===== src/rtl/cdr_phase_controller.sv =====
// Bang-bang CDR phase controller: vote accumulator, post-step holdoff, acquisition/track step sizing.
// Optional override port pair enabled by defining CDR_PHASE_OVERRIDE_EN.
module cdr_phase_controller #(
    parameter int VOTE_THRESH = 8,
    parameter int HOLDOFF     = 4,
    parameter int ACQ_STEP    = 4,
    parameter int LOCK_REV    = 8
) (
    input  logic       clk,
    input  logic       rst_n,
    input  logic       pd_valid,
    input  logic       pd_early,
    input  logic       pd_late,
`ifdef CDR_PHASE_OVERRIDE_EN
    input  logic       ovr_en,
    input  logic [8:0] ovr_code,
`endif
    output logic [8:0] phase_shift,
    output logic       phase_update,
    output logic       locked
);

    localparam int ACC_W = $clog2(VOTE_THRESH) + 2;
    localparam logic signed [ACC_W-1:0] THR_P = ACC_W'(VOTE_THRESH);
    localparam logic signed [ACC_W-1:0] THR_N = -THR_P;
    localparam logic [3:0] LOCK_N = 4'(LOCK_REV);

    typedef enum logic {ACCUM, HOLD} state_t;

    state_t                  state;
    logic signed [ACC_W-1:0] acc;
    logic signed [ACC_W-1:0] vote;
    logic signed [ACC_W-1:0] acc_sum;
    logic [3:0]              hold_cnt;
    logic [3:0]              rev_cnt;
    logic [3:0]              same_cnt;
    logic [3:0]              rev_nx;
    logic [3:0]              same_nx;
    logic                    have_dir;
    logic                    last_up;
    logic                    hit_up;
    logic                    hit_dn;
    logic [8:0]              step_mag;

    always_comb begin
        vote = '0;
        if (pd_valid && pd_late && !pd_early)
            vote = ACC_W'(1);
        else if (pd_valid && pd_early && !pd_late)
            vote = '1;
        acc_sum  = acc + vote;
        hit_up   = (acc_sum == THR_P);
        hit_dn   = (acc_sum == THR_N);
        step_mag = locked ? 9'd1 : 9'(ACQ_STEP);

        // First step after reset has no history and counts as neither direction class.
        rev_nx  = rev_cnt;
        same_nx = same_cnt;
        if (have_dir) begin
            if (hit_up != last_up) begin
                rev_nx  = (rev_cnt == LOCK_N) ? rev_cnt : rev_cnt + 4'd1;
                same_nx = '0;
            end else begin
                same_nx = (same_cnt == LOCK_N) ? same_cnt : same_cnt + 4'd1;
                rev_nx  = '0;
            end
        end
    end

    always_ff @(posedge clk) begin
        if (!rst_n) begin
            state        <= ACCUM;
            acc          <= '0;
            hold_cnt     <= '0;
            rev_cnt      <= '0;
            same_cnt     <= '0;
            have_dir     <= 1'b0;
            last_up      <= 1'b0;
            phase_shift  <= '0;
            phase_update <= 1'b0;
            locked       <= 1'b0;
`ifdef CDR_PHASE_OVERRIDE_EN
        end else if (ovr_en) begin
            phase_shift  <= ovr_code;
            phase_update <= (ovr_code != phase_shift);
            acc          <= '0;
            rev_cnt      <= '0;
            same_cnt     <= '0;
            hold_cnt     <= '0;
            state        <= ACCUM;
`endif
        end else begin
            phase_update <= 1'b0;
            case (state)
                ACCUM: begin
                    if (hit_up || hit_dn) begin
                        phase_shift  <= hit_up ? phase_shift + step_mag : phase_shift - step_mag;
                        acc          <= '0;
                        phase_update <= 1'b1;
                        state        <= HOLD;
                        hold_cnt     <= 4'(HOLDOFF - 1);
                        have_dir     <= 1'b1;
                        last_up      <= hit_up;
                        if (!locked && rev_nx == LOCK_N) begin
                            locked   <= 1'b1;
                            rev_cnt  <= '0;
                            same_cnt <= '0;
                        end else if (locked && same_nx == LOCK_N) begin
                            locked   <= 1'b0;
                            rev_cnt  <= '0;
                            same_cnt <= '0;
                        end else begin
                            rev_cnt  <= rev_nx;
                            same_cnt <= same_nx;
                        end
                    end else begin
                        acc <= acc_sum;
                    end
                end
                HOLD: begin
                    acc <= '0;
                    if (hold_cnt == '0)
                        state <= ACCUM;
                    else
                        hold_cnt <= hold_cnt - 4'd1;
                end
                default: state <= ACCUM;
            endcase
        end
    end

endmodule


===== config.mk =====
export PLATFORM = sky130hd
export DESIGN_NAME = cdr_phase_controller
export DESIGN_NICKNAME = d
export VERILOG_FILES = /design/src/rtl/cdr_phase_controller.sv
export SDC_FILE = /design/constraint.sdc
export NUM_CORES = 1
export LEC_CHECK = 0
export CORE_AREA = 2 2 84 86
export CTS_CLUSTER_DIAMETER = 120
export DETAILED_ROUTE_END_ITERATION = 7
export DIE_AREA = 0 0 86 88
export SETUP_SLACK_MARGIN = 0.4
export SLEW_MARGIN = 40
export SYNTH_ARGS = -nofsm -noshare
export SYNTH_HDL_FRONTEND = slang
export SYNTH_SLANG_ARGS = --single-unit

===== constraint.sdc =====
create_clock -name clk -period 3.7 [get_ports clk]
set_input_delay 0.555 -clock clk [delete_from_list [all_inputs] [get_ports clk]]
set_output_delay 0.555 -clock clk [all_outputs]
set_load 0.005 [all_outputs]

==> impl_metrics.tcl <==
set metrics [dict create \
    netlist_instances 240 \
    cp.required_ps 3920 \
    cp_top_family "simple AND/OR/NAND/NOR gates" \
    crit_type "primary input to flip-flop" \
    drive_gt1_share_pct 31.4 \
    cts_hold_buffers 0 \
    p_leak_nw 1.09 \
    p_seq_share_pct 36.2 \
    grt.overflow.total 0 \
    clock-sinks 31 \
    drt_wl_total_um 4730 \
    yosysWarnings 0 \
    hold_path_class "flip-flop to flip-flop" \
    drv_slew 0 \
    fin_area_sq_mm 0.00278 \
    via_per_inst 4.80 \
    fin_nets 320 \
    synth_commonest_cells "dfxtp_1, nor2_1, nand2_1, a21oi_1, ha_1" \
    fin_crit_ps 3680 \
    numCtsBuffers 5 \
    ys_seq_elements 31 \
    final_util_pct 41.8 \
    cpPeakStageDelay_ps 530 \
    async_reset_ff_share_pct 0 \
    whs_path_depth 2 \
    firstDrtPassIters 6 \
    ys_top_cells_by_area "dfxtp_1, ha_1, nor2_1" \
    pwr-share-clk_pct 23.9 \
    cts_tree "done" \
    r2r_end "phase_shift[8]" \
    r2r_slack_ps 330 \
    die_area_sq_mm 0.00757 \
    finalHoldViolCount 0 \
    r2r_cells 14 \
    dpl.hpwl_um 3330 \
    post-route-period-util_pct 99.4 \
    maxCapViolCount 0 \
    powerDensity_mw_per_mm2 396 \
    synth-edff-count 0 \
    grt_use_total_pct 13.3 \
    switching_power_uw 366 \
    internal_power_uw 735 \
    cts_root_buf "clkbuf_8" \
    path_cells "buf_6, xor2_1, and2_1, ha_2, inv_2, fa_2, nand2_2, or4_4, nor2_4, nor2_4, fa_2, a21oi_2, o211ai_1, o41ai_2, xor2_1, or3_1, a21oi_1" \
    cp_slowest_cell "fa_2" \
    p_total_mw 1.10 \
    die_w_um 86 \
    cts_buffer_depth 2 \
    io_pins 16 \
    outcome "complete, no violations" \
    clk_latency_ps 290 \
    grt_max_degree 19 \
    setup_viol 0 \
    min-delay-start "same_cnt[3]" \
    arrival_ps 3890 \
    final_cells 376 \
    synth_top_area_share_pct 31.8 \
    clk_pin_slew_ps 70 \
    timing.critical_path.buf_inv 2 \
    first_iter_violations 89 \
    die_height_um 88 \
    hold_ws_ps 487 \
    start_kind "primary input" \
    drcViolationCount 0 \
    ys_seq_area_share_pct 31.8 \
    synth.cell_area_sq_mm 0.00195 \
    yosysMostFrequentCell "dfxtp_1" \
    power_frac_comb_pct 40.0 \
    wl_per_cell_um 12.6 \
    worstMarginPinSlew_ps 592 \
    synth_top_flop_cell "dfxtp_1" \
    timing.fmax_ghz 0.272 \
    syn_avg_cell_area_sq_um 8.12 \
    vias 1805 \
    initial_utilization_pct 29.3 \
    rows 30 \
    antenna_found_initial 0 \
    relSlewSlack_pct 60.5 \
    crit_path_end_kind "flip-flop" \
    cp_num_cells 17 \
    htreeDepth 2 \
    place_ws_ps -688 \
    rsz0062_at_grt "true" \
    syn_nets 265 \
    path_max_fanout 3 \
    grt_first_pass_wirelength_um 8000 \
    synth_area_leader_cell "dfxtp_1" \
    place.gp.congestion 0.810 \
    finClkSkew_ps 3.72 \
    dpl.cell_count 361 \
    setup_tns_ps 0 \
    p_sw_share_pct 33.2 \
    holdPathEnd "same_cnt[3]" \
    layout_setup_ws_ps 23.9 \
    grt_pass1_vias 1733 \
    ir_worst_vdd_mv 0.233 \
    placed_area_sq_mm 0.00249 \
    numPortBuffers 15 \
    r2r-start "acc[0]" \
    ant_nets 0 \
    coreArea_sq_mm 0.00664 \
    yosysUniqueCellTypes 49 \
    area_delta_synth_final_pct 42.6 \
    antenna_cells 0 \
]
## how the worst max path moves through the flow
| stage | end | slack, ps | start |
|---|---|---|---|
| after CTS | phase_shift[8] | -230 | pd_early |
| after floorplan | phase_shift[8] | -40 | pd_early |
| after detailed placement | phase_shift[8] | -690 | pd_early |
| after global placement | phase_shift[8] | -610 | pd_early |
| after global routing | phase_shift[8] | -90 | pd_late |
| final | phase_shift[8] | 20 | pd_late |
## state kept, by name, summed over array words and instances, names as in the netlist
signal	flops
hold_cnt	4
locked	1
last_up	1
phase_shift	9
same_cnt	4
state	1
have_dir	1
phase_update	1
rev_cnt	4
acc	5
## routing by layer
metal	global-route usage (%)	wire [um]
met3	2.83	86
met5	0	0
met2	23.0	2270
met4	4.76	61
met1	16.3	2310
## cell usage in the layout (no fill, tap or decap), types with 3 or more instances in the layout
cell type and instances:
xnor2_1 6, a211oi_1 4, inv_1 10, o211ai_1 3
xor2_1 6, nand3_1 7, nor2_4 3, buf_6 4
a21oi_2 5, ha_4 6, inv_2 3, nand4_1 4
clkdlybuf4s50_1 12, buf_4 40, dfxtp_1 31, nor3_1 6
a21oi_1 14, a211o_1 3, or3_1 3, and2_1 3
nand2_1 25, ha_1 11, o21ai_0 7, clkbuf_8 5
nor2_1 24
## power groups by stage
stage / Sequential, mW / Combinational, mW / Clock (mW)
after floorplan: 0.391 / 0.248 / 0
after global placement: 0.401 / 0.373 / 0
after detailed placement: 0.402 / 0.376 / 0
after CTS: 0.397 / 0.419 / 0.273
after global routing: 0.402 / 0.488 / 0.288
final: 0.398 / 0.440 / 0.263
## final cells by class
type | instances | area (sq um)
timing repair buffer | 57 | 474
multi-input combinational | 186 | 1450
clock inverter | 1 | 5.00
inverter | 14 | 52.6
fill | 639 | 3860
sequential | 31 | 621
tap | 80 | 100
clock buffer | 7 | 76.3
## cell families (layout without fill, tap and decap cells)
logic type      count (synthesis)  in the layout  share of synthesized area, %
xor+xnor                       13             13                          5.84
fa+ha+maj                      20             20                          13.6
buf+inv                        23             79                          4.49
flops                          31             31                          31.8
simple gates                   97             97                          25.0
compound gates                 56             56                          19.2
## tightest hold or removal path, stage by stage (launching register included)
cell and delay, ps:
dfxtp_1 340, nand2_1 60, a21oi_1 50
## what timing repair did
item,in CTS,in global routing
endpoints found under the setup margin,18,14
buffers inserted,4,3
gates resized for setup,35,6
pin swaps,24,17
endpoints found under the hold margin,0,0
Power figures use the tool's default switching activity.
